<file path="src/rtl/traffic_pkg.sv">
// Shared lamp encodings and controller state codes
// for the timed intersection controller.
package traffic_pkg;

    localparam logic [1:0] LAMP_RED    = 2'b00;
    localparam logic [1:0] LAMP_YELLOW = 2'b01;
    localparam logic [1:0] LAMP_GREEN  = 2'b10;

    typedef enum logic [2:0] {
        MAIN_GREEN  = 3'd0,
        MAIN_YELLOW = 3'd1,
        SIDE_GREEN  = 3'd2,
        SIDE_YELLOW = 3'd3,
        WALK        = 3'd4,
        ALL_RED     = 3'd5
    } state_t;

    typedef struct packed {
        logic [1:0] main_lamp;
        logic [1:0] side_lamp;
        logic       walk_lamp;
    } lamps_t;

    function automatic lamps_t lamps_of(input state_t st);
        lamps_t l;
        l = '{main_lamp: LAMP_RED, side_lamp: LAMP_RED, walk_lamp: 1'b0};
        case (st)
            MAIN_GREEN:  l.main_lamp = LAMP_GREEN;
            MAIN_YELLOW: l.main_lamp = LAMP_YELLOW;
            SIDE_GREEN:  l.side_lamp = LAMP_GREEN;
            SIDE_YELLOW: l.side_lamp = LAMP_YELLOW;
            WALK:        l.walk_lamp = 1'b1;
            default:     l = l;
        endcase
        return l;
    endfunction

endpackage

</file>
<file path="src/rtl/tick_gen.sv">
// Prescaler: one-cycle tick every CLK_DIV clocks,
// realigned to zero whenever restart is asserted.
module tick_gen #(
    parameter int CLK_DIV = 4
) (
    input  logic clk,
    input  logic reset,
    input  logic restart,
    output logic tick
);

    localparam int W = (CLK_DIV > 1) ? $clog2(CLK_DIV) : 1;
    localparam logic [W-1:0] LAST = W'(CLK_DIV - 1);

    logic [W-1:0] cnt;

    always_ff @(posedge clk or negedge reset) begin
        if (!reset) begin
            cnt <= '0;
        end else if (restart || cnt == LAST) begin
            cnt <= '0;
        end else begin
            cnt <= cnt + 1'b1;
        end
    end

    assign tick = (cnt == LAST);

endmodule

</file>
<file path="src/rtl/timed_intersection.sv">
// Main/side/pedestrian intersection controller with tick-timed dwells.
// Define ALL_RED_CLEAR_EN to insert a one-tick all-red after each yellow.
module timed_intersection
    import traffic_pkg::*;
#(
    parameter int CLK_DIV      = 4,
    parameter int T_MAIN_MIN   = 3,
    parameter int T_YELLOW     = 2,
    parameter int T_SIDE_GREEN = 4,
    parameter int T_EXT        = 2,
    parameter int T_SIDE_MAX   = 8,
    parameter int T_WALK       = 3,
    parameter int CNT_W        = 8
) (
    input  logic       clk,
    input  logic       reset,
    input  logic       sensor,
    input  logic       walk,
    output logic [1:0] main_light,
    output logic [1:0] side_light,
    output logic       walk_light,
    output logic [2:0] state_o
);

    localparam logic [CNT_W-1:0] MAIN_MIN  = CNT_W'(T_MAIN_MIN);
    localparam logic [CNT_W-1:0] YEL_TKS   = CNT_W'(T_YELLOW);
    localparam logic [CNT_W-1:0] SIDE_BASE = CNT_W'(T_SIDE_GREEN);
    localparam logic [CNT_W-1:0] WALK_TKS  = CNT_W'(T_WALK);
    localparam logic [CNT_W:0]   EXT_W     = (CNT_W+1)'(T_EXT);
    localparam logic [CNT_W:0]   SIDE_CAP  = (CNT_W+1)'(T_SIDE_MAX);

    logic [1:0] sens_sync;
    logic [1:0] walk_sync;
    logic       sensor_s;
    logic       walk_s;

    state_t state;
    state_t state_next;
    state_t yellow_dest;

    logic             tick;
    logic             restart;
    logic [CNT_W-1:0] timer;
    logic [CNT_W-1:0] timer_inc;
    logic [CNT_W-1:0] timer_at;
    logic [CNT_W-1:0] side_end;
    logic [CNT_W-1:0] side_end_next;
    logic [CNT_W:0]   ext_sum;
    logic             sens_req;
    logic             walk_req;
    lamps_t           lamps;

`ifdef ALL_RED_CLEAR_EN
    state_t clear_target;
`endif

    always_ff @(posedge clk or negedge reset) begin
        if (!reset) begin
            sens_sync <= '0;
            walk_sync <= '0;
        end else begin
            sens_sync <= {sens_sync[0], sensor};
            walk_sync <= {walk_sync[0], walk};
        end
    end

    assign sensor_s = sens_sync[1];
    assign walk_s   = walk_sync[1];

    tick_gen #(
        .CLK_DIV (CLK_DIV)
    ) u_tick (
        .clk     (clk),
        .reset   (reset),
        .restart (restart),
        .tick    (tick)
    );

    assign timer_inc = (timer == '1) ? timer : timer + 1'b1;
    assign timer_at  = tick ? timer_inc : timer;
    assign restart   = (state_next != state);

    // Extension end time; only a sensor sample on a tick can move it.
    always_comb begin
        side_end_next = side_end;
        ext_sum       = {1'b0, timer_inc} + EXT_W;
        if (ext_sum > SIDE_CAP) begin
            ext_sum = SIDE_CAP;
        end
        if (tick && sensor_s && (ext_sum > {1'b0, side_end})) begin
            side_end_next = ext_sum[CNT_W-1:0];
        end
    end

    always_comb begin
        state_next  = state;
        yellow_dest = MAIN_GREEN;
        if (state == MAIN_YELLOW) begin
            yellow_dest = sens_req ? SIDE_GREEN : WALK;
        end else begin
            yellow_dest = walk_req ? WALK : MAIN_GREEN;
        end
        unique case (state)
            MAIN_GREEN: begin
                if ((sens_req || walk_req) && timer_at >= MAIN_MIN) begin
                    state_next = MAIN_YELLOW;
                end
            end
            MAIN_YELLOW, SIDE_YELLOW: begin
                if (tick && timer_inc >= YEL_TKS) begin
`ifdef ALL_RED_CLEAR_EN
                    state_next = ALL_RED;
`else
                    state_next = yellow_dest;
`endif
                end
            end
            SIDE_GREEN: begin
                if (tick && timer_inc >= side_end_next) begin
                    state_next = SIDE_YELLOW;
                end
            end
            WALK: begin
                if (tick && timer_inc >= WALK_TKS) begin
                    state_next = MAIN_GREEN;
                end
            end
            ALL_RED: begin
`ifdef ALL_RED_CLEAR_EN
                if (tick) begin
                    state_next = clear_target;
                end
`else
                state_next = MAIN_GREEN;
`endif
            end
            default: state_next = MAIN_GREEN;
        endcase
    end

    always_ff @(posedge clk or negedge reset) begin
        if (!reset) begin
            state    <= MAIN_GREEN;
            timer    <= '0;
            side_end <= SIDE_BASE;
        end else begin
            state <= state_next;
            if (restart) begin
                timer <= '0;
            end else if (tick) begin
                timer <= timer_inc;
            end
            if (state == SIDE_GREEN && !restart) begin
                side_end <= side_end_next;
            end else begin
                side_end <= SIDE_BASE;
            end
        end
    end

`ifdef ALL_RED_CLEAR_EN
    // Target is frozen at yellow exit so late requests cannot redirect it.
    always_ff @(posedge clk or negedge reset) begin
        if (!reset) begin
            clear_target <= MAIN_GREEN;
        end else if (state != ALL_RED) begin
            clear_target <= yellow_dest;
        end
    end
`endif

    always_ff @(posedge clk or negedge reset) begin
        if (!reset) begin
            sens_req <= 1'b0;
            walk_req <= 1'b0;
        end else begin
            if (state_next == SIDE_GREEN && state != SIDE_GREEN) begin
                sens_req <= 1'b0;
            end else if (sensor_s && state != SIDE_GREEN) begin
                sens_req <= 1'b1;
            end
            if (state_next == WALK && state != WALK) begin
                walk_req <= 1'b0;
            end else if (walk_s && state != WALK) begin
                walk_req <= 1'b1;
            end
        end
    end

    assign lamps      = lamps_of(state);
    assign main_light = lamps.main_lamp;
    assign side_light = lamps.side_lamp;
    assign walk_light = lamps.walk_lamp;
    assign state_o    = state;

endmodule

</file>
<file path="config.mk">
export PLATFORM = sky130hd
export DESIGN_NAME = timed_intersection
export DESIGN_NICKNAME = d
export VERILOG_FILES = /design/src/rtl/traffic_pkg.sv /design/src/rtl/tick_gen.sv /design/src/rtl/timed_intersection.sv
export SDC_FILE = /design/constraint.sdc
export NUM_CORES = 1
export LEC_CHECK = 0
export BUFFER_PORTS_ARGS = -buffer_cell sky130_fd_sc_hd__buf_2
export CAP_MARGIN = 15
export CORE_AREA = 2 2 65 67
export DETAILED_ROUTE_END_ITERATION = 10
export DIE_AREA = 0 0 67 69
export PLACE_DENSITY = 0.71
export SLEW_MARGIN = 20
export SYNTH_ARGS = -nofsm -noshare
export SYNTH_HDL_FRONTEND = slang
export SYNTH_SLANG_ARGS = --single-unit
</file>
<file path="constraint.sdc">
create_clock -name clk -period 6.1 [get_ports clk]
set_input_delay 0.61 -clock clk [delete_from_list [all_inputs] [get_ports clk]]
set_output_delay 0.61 -clock clk [all_outputs]
set_load 0.005 [all_outputs]
</file>
==> impl_metrics.csv, run 1 <==
group,metric,value,unit
worst_setup_path,critPathLaunchType,"flip-flop",
logic_synthesis,yosysSeqAreaShare,0.325,
sta,fin_crit_sh,0.912,
clock_tree,root_buffer,"clkbuf_8",
flow_run,maxCapViolations,0,
global_route,grt_use_total,0.209,
worst_setup_path,crit_top_cell,"ha_1",
sta,slew_viol_final,0,
power_and_ir_drop,comb_power_share,0.571,
worst_setup_path,r2r_slack,0.54,ns
global_route,antenna_found_initial,0,
routing,wl,4390,um
logic_synthesis,ys_ff_latch,27,
sta,finalSetupTns,0,ns
global_route,grt_max_degree,28,
clock_tree,clock_path_buffers,2,
sta,fin_skew,0.00633,ns
logic_synthesis,synth_area_leaders,"dfrtp_1 31%, ha_1 12%, nand2_1 4.5%",
clock_tree,cts.sinks,27,
worst_setup_path,path_buf_inv,1,
power_and_ir_drop,p_int,0.000477,W
placement,globalplace.congestion,0.929,
logic_synthesis,synth_common_cells,"26 x dfrtp_1, 25 x nand2_1, 21 x nor2_1",
worst_setup_path,critPathArrivalTime,5.76,ns
worst_setup_path,critPathMaxFanout,11,
clock_tree,clock_latency,0.28,ns
routing,wl_met1,2090,um
global_route,grt_pass1_wl,7550,um
sta,fmax,180,MHz
cells_and_area,layout-drive-gt1-share,0.131,
cells_and_area,fin_util,0.563,
sta,rsz0062_at_grt,"false",
power_and_ir_drop,p_leak,1.01,nW
worst_setup_path,rr_startpoint,"timer[0]$_DFF_PN0_",
placement,dpl_worst_slack,0.522,ns
worst_setup_path,critical_path.max_stage_delay,0.50,ns
placement,numPortBuffers,11,
worst_setup_path,critPathSlowestCell,"dfrtp_1",
power_and_ir_drop,p_per_area,393,nW/um^2
routing,vias,1715,
die,rows,23,
clock_tree,cts.clk_slew.worst_paths,0.09,ns
logic_synthesis,synth_top_area_frac,0.312,
logic_synthesis,async_flop_share,1.00,
routing,dr.pass1.iters,4,
worst_setup_path,crit-reg2reg-capture,"timer[1]$_DFF_PN0_",
routing,ant_nets,0,
clock_tree,postCtsHoldBufs,0,
logic_synthesis,synth_most_common_cell,"dfrtp_1",
cells_and_area,diodes,0,
power_and_ir_drop,vdd_drop_max,0.275,mV
die,coreArea,3910,sq um
sta,max_slew.worst_pin.slew,0.605,ns
routing,wl_met3,115,um
power_and_ir_drop,p_sw,0.000390,W
logic_synthesis,synth_top_area_cell,"dfrtp_1",
logic_synthesis,yosysUniqueCellTypes,58,
power_and_ir_drop,power.total,0.000867,W
global_route,grt_pass1_vias,1632,
die,die-area,4620,sq um
routing,drcViolationCount,0,
die,start_util,0.532,
sta,setup_violations,0,
worst_setup_path,crit_type,"flip-flop to flip-flop",
logic_synthesis,postSynthCellCount,237,
sta,relSlewSlack,0.596,
routing,highest_layer,"met4",
power_and_ir_drop,swShare,0.449,
logic_synthesis,syn_area_per_cell,8.79,sq um
die,die_y,69,um
sta,setup_slack,0.538,ns
logic_synthesis,synth_flop_cell,"dfrtp_1",
placement,dp_hpwl,3320,um
cells_and_area,nFillCells,368,
routing,avgViaCountPerCell,5.81,
clock_tree,numCtsBuffers,3,
clock_tree,cts_htree_levels,1,
logic_synthesis,synth_area,2080,sq um
cells_and_area,area_delta_synth_final,5.77,%
logic_synthesis,yosysWarnings,0,
routing,wl_met2,2070,um
power_and_ir_drop,power_frac_seq,0.310,
die,die_x,67,um
die,io-pin-count,12,
worst_setup_path,crit_chain,"ha_2, and3_1, nand3_1, and2_1, inv_2, ha_1, a21boi_0, a221oi_1, or3_4, or2_1, ha_1, nand4_1, o211ai_1, a211o_1, mux2i_1, ha_1, a211oi_1, o21ai_0, a21oi_1, a21oi_1, o31a_4, a211oi_2",
sta,finalHoldViolCount,0,
placement,dp_cells,291,
clock_tree,tritoncts,"built",
logic_synthesis,synth_edf_count,0,
min_path,hold_path_class,"input pin to asynchronous set/reset pin",
run_status,status,"finished, final reports clean",
sta,finalCriticalPeriod,5.56,ns
routing,drt-initial-drc-count,60,
global_route,grt-ovfl-total,0,
worst_setup_path,required,6.30,ns
worst_setup_path,cpLargestDelayFamily,"compound AO/OA/AOI/OAI gates",
routing,wl_per_cell,14.9,um
worst_setup_path,r2r_cells,22,
cells_and_area,fin_nets,270,
cells_and_area,stdcell_count,295,
worst_setup_path,end_kind,"flip-flop",
power_and_ir_drop,power_frac_clock,0.119,
[cell usage in the layout (no fill, tap or decap), drive strengths merged, types with 2 or more instances in the layout]
cell and n:
dfrtp 26, nand2 25, nor2 21, ha 20
inv 15, buf 13, a21oi 12, o21ai 10
and2 8, nor3 7, nor2b 7, mux2i 7
a31oi 6, nand4 5, nand3 5, o211ai 4
conb 4, clkbuf 4, a211oi 4, and4 3
nand2b 3, or3 3, and3 2, o21a 2
a221oi 2, a211o 2, mux2 2, or2 2
a21boi 2, nor4 2, nor4b 2, o31a 2
[how the worst max path moves through the flow]
stage | start | slack (ns) | cells past startpoint | endpoint
3_5_place_dp | timer[0]$_DFF_PN0_ | 0.52 | 22 | timer[1]$_DFF_PN0_
5_1_grt | timer[0]$_DFF_PN0_ | 0.07 | 22 | timer[1]$_DFF_PN0_
6_report | timer[0]$_DFF_PN0_ | 0.54 | 22 | timer[1]$_DFF_PN0_
3_3_place_gp | timer[1]$_DFF_PN0_ | 0.63 | 22 | timer[1]$_DFF_PN0_
2_1_floorplan | timer[0]$_DFF_PN0_ | 1.08 | 24 | timer[1]$_DFF_PN0_
4_1_cts | timer[0]$_DFF_PN0_ | 0.49 | 22 | timer[1]$_DFF_PN0_
[cell type report]
type | instances | area, sq um | share of cell area
multi-input cells | 186 | 1290 | 0.587
flip-flops and latches | 27 | 677 | 0.307
repair buffers | 13 | 70.1 | 0.0318
well taps | 50 | 62.6 | 0.0284
inverters | 15 | 56.3 | 0.0256
clock buffers | 4 | 45.0 | 0.0204
[state kept, by name (all words and copies together), names as in the netlist]
signal,count
state_o,3
walk_sync,2
sens_sync,2
walk_req,1
u_tick.cnt,2
side_end,8
sens_req,1
timer,8
[timing repair]
action / CTS / global route
endpoints found under the setup margin: 0 / 6
setup buffers: 0 / 0
resized for setup: 0 / 2
[stage by stage]
step	hold slack, ns	area (sq um)
2_1_floorplan	0.314	2090
3_3_place_gp	0.337	2150
3_5_place_dp	0.336	2150
4_1_cts	0.356	2200
5_1_grt	0.376	2200
6_report	0.330	2200
[power groups by stage]
| stage | registers [W] | logic [W] | clock network, W |
|---|---|---|---|
| finish | 0.000269 | 0.000495 | 0.000103 |
| global route | 0.000277 | 0.000557 | 0.000113 |
| CTS | 0.000268 | 0.000494 | 0.000106 |
| detailed placement | 0.000271 | 0.000488 | 0 |
| global placement | 0.000270 | 0.000493 | 0 |
| floorplan | 0.000244 | 0.000393 | 0 |
[cell families (layout without fill, tap and decap cells)]
group	Yosys count	in the layout	synth area share
buffers and inverters	27	32	0.0637
muxes	9	9	0.0444
other	1	4	0.00180
adders and majority gates	20	20	0.120
and+or+nand+nor	98	98	0.254
xor gates and xnor gates	2	2	0.00841
DFF	27	27	0.325
AOI/OAI and AO/OA	53	53	0.183
[routing by layer]
metal  track usage  vias up
li1              -      861
met1         0.299      809
met2         0.311       34
met3        0.0245       11
met4        0.0930        0
met5             0        -
(Power assumes the default switching activity.)
==> run 2: changes to the inputs <==
Settings changed: ABC_CLOCK_PERIOD_IN_PS set to 6100, BUFFER_PORTS_ARGS -buffer_cell sky130_fd_sc_hd__buf_2 to not set, DONT_BUFFER_PORTS set to 1, PLACE_DENSITY 0.71 to not set, PLACE_DENSITY_LB_ADDON set to 0.05.
==> run 2 against run 1 <==
Compared with the run above:
- combinational power is essentially flat
- sequential power is essentially flat
- final cell count shrank 3.1%
- hold slack lost 0.31 ns
- register-to-register slack lost 0.08 ns
- flip-flop and latch count is the same
- via count grew 1.8%
- global-route usage grew 0.85 points
- fmax shrank 1.4%
- clock skew shrank 0.0038 ns
- largest power group unchanged
- highest routed layer unchanged
==> impl_metrics.csv, run 2 (synthesis results as in run 1) <==
group,metric,value,unit
routing,wl,4780,um
cells_and_area,mostFrequentLayoutCells,"25 x nand2_1, 25 x dfrtp_1, 21 x nor2_1, 19 x ha_1, 14 x inv_1",
worst_setup_path,critPathMaxFanout,11,
global_route,grt_pass1_wl,7850,um
die,start_util,0.532,
placement,dpl_worst_slack,0.357,ns
power_and_ir_drop,p_leak,0.970,nW
worst_setup_path,critPathLaunchType,"flip-flop",
sta,finalHoldViolCount,0,
clock_tree,cts.clk_slew.worst_paths,0.09,ns
clock_tree,clock_latency,0.27,ns
routing,drt-initial-drc-count,114,
clock_tree,tritoncts,"built",
cells_and_area,fin_util,0.558,
clock_tree,root_buffer,"clkbuf_8",
routing,wl_per_cell,16.7,um
worst_setup_path,crit_type,"flip-flop to flip-flop",
routing,vias,1746,
sta,setup_slack,0.461,ns
die,coreArea,3910,sq um
clock_tree,post_cts_buffers,0,
sta,slew_viol_final,0,
die,die_x,67,um
sta,fin_skew,0.00252,ns
flow_run,maxCapViolations,0,
global_route,grt_pass1_vias,1630,
cells_and_area,nFillCells,376,
sta,fin_crit_sh,0.924,
routing,avgViaCountPerCell,6.10,
cells_and_area,fin_nets,261,
worst_setup_path,required,6.29,ns
power_and_ir_drop,power.total,0.000863,W
die,rows,23,
placement,globalplace.congestion,0.963,
cells_and_area,stdcell_count,286,
routing,highest_layer,"met4",
worst_setup_path,end_kind,"flip-flop",
clock_tree,cts.sinks,27,
global_route,grt_max_degree,28,
sta,finalCriticalPeriod,5.64,ns
die,io-pin-count,12,
run_status,status,"finished, final reports clean",
placement,numPortBuffers,0,
global_route,grt_use_total,0.217,
clock_tree,clock_path_buffers,2,
cells_and_area,area_delta_synth_final,4.74,%
sta,relSlewSlack,0.627,
sta,fmax,177,MHz
die,die-area,4620,sq um
global_route,antenna_found_initial,0,
routing,wl_met3,274,um
sta,max_slew.worst_pin.slew,0.559,ns
clock_tree,numCtsBuffers,3,
power_and_ir_drop,p_per_area,395,nW/um^2
routing,wl_met2,2240,um
routing,ant_nets,0,
cells_and_area,layout-drive-gt1-share,0.102,
worst_setup_path,critPathArrivalTime,5.83,ns
die,die_y,69,um
routing,drcViolationCount,0,
min_path,hold_path_class,"input pin to asynchronous set/reset pin",
routing,wl_met1,2180,um
routing,dr.pass1.iters,4,
clock_tree,cts_htree_levels,1,
power_and_ir_drop,vdd_drop_max,0.204,mV
cells_and_area,diodes,0,
sta,setup_violations,0,
placement,dp_cells,280,
global_route,grt-ovfl-total,0,
placement,dp_hpwl,3570,um
run 2: layout make-up:
class                           count  area, sq um  share of cell area
Inverter                           15         56.3              0.0258
Sequential cell                    27          678               0.311
Multi-Input combinational cell    186         1300               0.597
Tap cell                           50         62.6              0.0287
Clock inverter                      1         5.00             0.00229
Timing Repair Buffer                4         35.0              0.0161
Clock buffer                        3         41.3              0.0189
run 2: power breakdown:
part / switching, W / internal (W) / total [W] / leakage, nW
clock network: 0.0000557 / 0.0000458 / 0.000101 / 0.0255
registers: 0.0000552 / 0.000214 / 0.000269 / 0.341
logic: 0.000286 / 0.000206 / 0.000493 / 0.603
total: 0.000397 / 0.000466 / 0.000863 / 0.970
run 2: final timing paths:
check                                        from                     end  slack, ns  cells past startpoint
max                            timer[1]$_DFF_PN0_      timer[1]$_DFF_PN0_       0.46                     23
min                                         reset      timer[0]$_DFF_PN0_       0.02                      0
max reg2reg                    timer[1]$_DFF_PN0_      timer[1]$_DFF_PN0_       0.46                     23
min reg2reg                sens_sync[0]$_DFF_PN0_  sens_sync[1]$_DFF_PN0_       0.36                      0
max in group asynchronous                   reset    state_o[1]$_DFF_PN0_       5.13                      1
min in group clk           sens_sync[0]$_DFF_PN0_  sens_sync[1]$_DFF_PN0_       0.36                      0
run 2: metrics by stage:
stage / cell area [sq um] / hold WS [ns] / TNS [ns]
2_1_floorplan: 2090 / 0.314 / 0
3_3_place_gp: 2100 / 0.315 / 0
3_5_place_dp: 2100 / 0.315 / 0
4_1_cts: 2140 / 0.0178 / 0
5_1_grt: 2180 / 0.000257 / -0.00116
6_report: 2180 / 0.0221 / 0
run 2: layer usage:
metal  vias to the layer above  track usage
met5                         -            0
met4                         0       0.0590
met3                        10       0.0457
met2                        54        0.334
met1                       838        0.306
li1                        844            -
run 2: what timing repair did:
action | CTS | global route
setup endpoints to repair | 0 | 13
hold buffers | 0 | 2
endpoints found under the hold margin | 0 | 5
resized for setup | 0 | 5
run 2: critical path: stages (launching register included):
cell and delay [ns]:
dfrtp_1 0.54, ha_4 0.26, and3_1 0.33, nand3_1 0.14
and2_1 0.21, inv_2 0.12, ha_1 0.17, a21boi_0 0.17
a221oi_1 0.15, or3_4 0.37, or2_1 0.25, ha_1 0.19
nor2b_1 0.11, o21a_1 0.12, o211ai_1 0.09, a211o_2 0.40
mux2i_1 0.24, ha_1 0.28, a211oi_1 0.22, o21ai_0 0.12
a21oi_1 0.18, a21oi_1 0.21, o31a_4 0.47, a211oi_2 0.21
==> run 3: changes to the inputs <==
Settings changed: CORE_AREA 2 2 65 67 to 10 10 73 75, DIE_AREA 0 0 67 69 to 0 0 83 85.
==> run 3 against run 2 <==
Compared with the run above:
- critical path depth down 1
- clock power up 13%
- final cell count up 0.35%
- clock-buffer cell count unchanged
- critical path type unchanged
- critical endpoint unchanged
==> impl_metrics.csv, run 3 (synthesis results as in run 1) <==
group,metric,value,unit
sta,setup_violations,0,
sta,max_slew.worst_pin.slew,0.542,ns
routing,drt-initial-drc-count,122,
die,die-area,7060,sq um
worst_setup_path,crit_top_cell,"ha_1",
power_and_ir_drop,p_sw,0.000405,W
sta,finalHoldViolCount,0,
sta,fmax,178,MHz
flow_run,maxCapViolations,0,
cells_and_area,nFillCells,392,
die,coreArea,3910,sq um
clock_tree,clock_path_buffers,2,
placement,dp_hpwl,3600,um
global_route,grt_max_degree,24,
die,die_y,85,um
global_route,grt_use_total,0.136,
sta,relSlewSlack,0.639,
min_path,hold_path_class,"input pin to asynchronous set/reset pin",
power_and_ir_drop,p_per_area,402,nW/um^2
cells_and_area,mostFrequentLayoutCells,"26 x dfrtp_1, 25 x nand2_1, 21 x nor2_1, 19 x ha_1, 14 x inv_1",
clock_tree,post_cts_buffers,0,
sta,finalCriticalPeriod,5.63,ns
run_status,status,"finished, final reports clean",
global_route,grt_pass1_wl,8070,um
sta,rsz0062_at_grt,"false",
sta,whs,0.155,ns
power_and_ir_drop,comb_power_share,0.566,
clock_tree,cts.clk_slew.worst_paths,0.11,ns
power_and_ir_drop,swShare,0.463,
routing,dr.pass1.iters,4,
power_and_ir_drop,power_frac_clock,0.131,
cells_and_area,layout_commonest_cell,"dfrtp_1",
global_route,grt_pass1_vias,1679,
sta,slew_viol_final,0,
cells_and_area,fin_area,2180,sq um
die,start_util,0.532,
power_and_ir_drop,p_int,0.000470,W
clock_tree,root_buffer,"clkbuf_8",
routing,drcViolationCount,0,
worst_setup_path,required,6.30,ns
sta,finalSetupTns,0,ns
sta,fin_crit_sh,0.923,
placement,globalplace.congestion,0.949,
placement,numPortBuffers,0,
power_and_ir_drop,vdd_drop_max,0.268,mV
placement,placed_cell_area,2100,sq um
die,die_x,83,um
routing,avgViaCountPerCell,6.05,
routing,vias,1737,
power_and_ir_drop,p_leak,0.976,nW
clock_tree,clock_latency,0.29,ns
worst_setup_path,crit_type,"flip-flop to flip-flop",
sta,fin_skew,0.00757,ns
die,rows,23,
global_route,grt-ovfl-total,0,
clock_tree,cts_htree_levels,1,
routing,wl_per_cell,16.8,um
worst_setup_path,critical_path.max_stage_delay,0.53,ns
power_and_ir_drop,power.total,0.000874,W
routing,ant_nets,0,
worst_setup_path,critPathLaunchType,"flip-flop",
routing,wl,4820,um
cells_and_area,area_delta_synth_final,4.44,%
worst_setup_path,critPathMaxFanout,11,
cells_and_area,fin_nets,262,
die,io-pin-count,12,
power_and_ir_drop,power_frac_seq,0.304,
cells_and_area,final-seq-area,677,sq um
cells_and_area,diodes,0,
clock_tree,tritoncts,"built",
clock_tree,numCtsBuffers,3,
clock_tree,cts.sinks,27,
worst_setup_path,end_kind,"flip-flop",
worst_setup_path,critPathArrivalTime,5.83,ns
worst_setup_path,critPathSlowestCell,"dfrtp_1",
cells_and_area,layout-drive-gt1-share,0.101,
global_route,antenna_found_initial,0,
cells_and_area,fin_util,0.556,
cells_and_area,multi_input_area,1290,sq um
worst_setup_path,crit_chain,"ha_2, and3_1, nand3_1, and2_1, inv_2, ha_1, a21boi_0, a221oi_1, or3_4, or2_1, ha_1, nand4_1, o211ai_1, a211o_1, mux2i_1, ha_1, a211oi_1, o21ai_0, a21oi_1, a21oi_1, o31a_4, a211oi_2",
[run 3: worst paths after layout]
kind | slack, ns | start | cells after the start | endpoint
max | 0.47 | timer[0]$_DFF_PN0_ | 22 | timer[1]$_DFF_PN0_
min | 0.15 | reset | 0 | side_end[2]$_DFF_PN1_
max reg2reg | 0.47 | timer[0]$_DFF_PN0_ | 22 | timer[1]$_DFF_PN0_
min reg2reg | 0.36 | sens_sync[0]$_DFF_PN0_ | 0 | sens_sync[1]$_DFF_PN0_
max in group asynchronous | 5.30 | reset | 1 | timer[2]$_DFF_PN0_
min in group clk | 0.34 | walk | 0 | walk_sync[0]$_DFF_PN0_
[run 3: per-stage QoR]
step                instances  worst slack [ns]
finish                    287             0.471
CTS                       287             0.423
detailed placement        281             0.461
global placement          281             0.582
global route              287            0.0343
floorplan                 240              1.08
[run 3: layout make-up]
cell class / instances / share of cell area
clock buffer: 3 / 0.0190
clock inverter: 1 / 0.00403
inverter: 15 / 0.0259
multi-input combinational: 186 / 0.594
sequential: 27 / 0.311
tap: 50 / 0.0288
timing repair buffer: 5 / 0.0173
[run 3: power by group through the flow]
| stage | sequential, W | clock, W | combinational, W |
|---|---|---|---|
| floorplan | 0.000244 | 0 | 0.000393 |
| global placement | 0.000265 | 0 | 0.000479 |
| detailed placement | 0.000268 | 0 | 0.000484 |
| CTS | 0.000264 | 0.000118 | 0.000494 |
| global route | 0.000272 | 0.000126 | 0.000558 |
| finish | 0.000266 | 0.000114 | 0.000495 |
[run 3: timing repair]
action,4_1_cts,5_1_grt
endpoints found under the hold margin,23,0
gates resized for setup,0,2
hold buffers,2,0
setup endpoints to repair,0,7
[run 3: per-layer routing]
metal,GRT usage,part of all wire
met4,0.0279,0.0083
met1,0.170,0.47
met5,0,0
met2,0.230,0.47
met3,0.0354,0.049
[run 3: critical path: cells and delay by family, from the launching register on]
family	cells	cell delay, ns
AOI/OAI and AO/OA	10	2.14
adders and majority gates	4	1.11
buffers and inverters	1	0.11
DFF	1	0.53
muxes	1	0.30
and+or+nand+nor	6	1.34
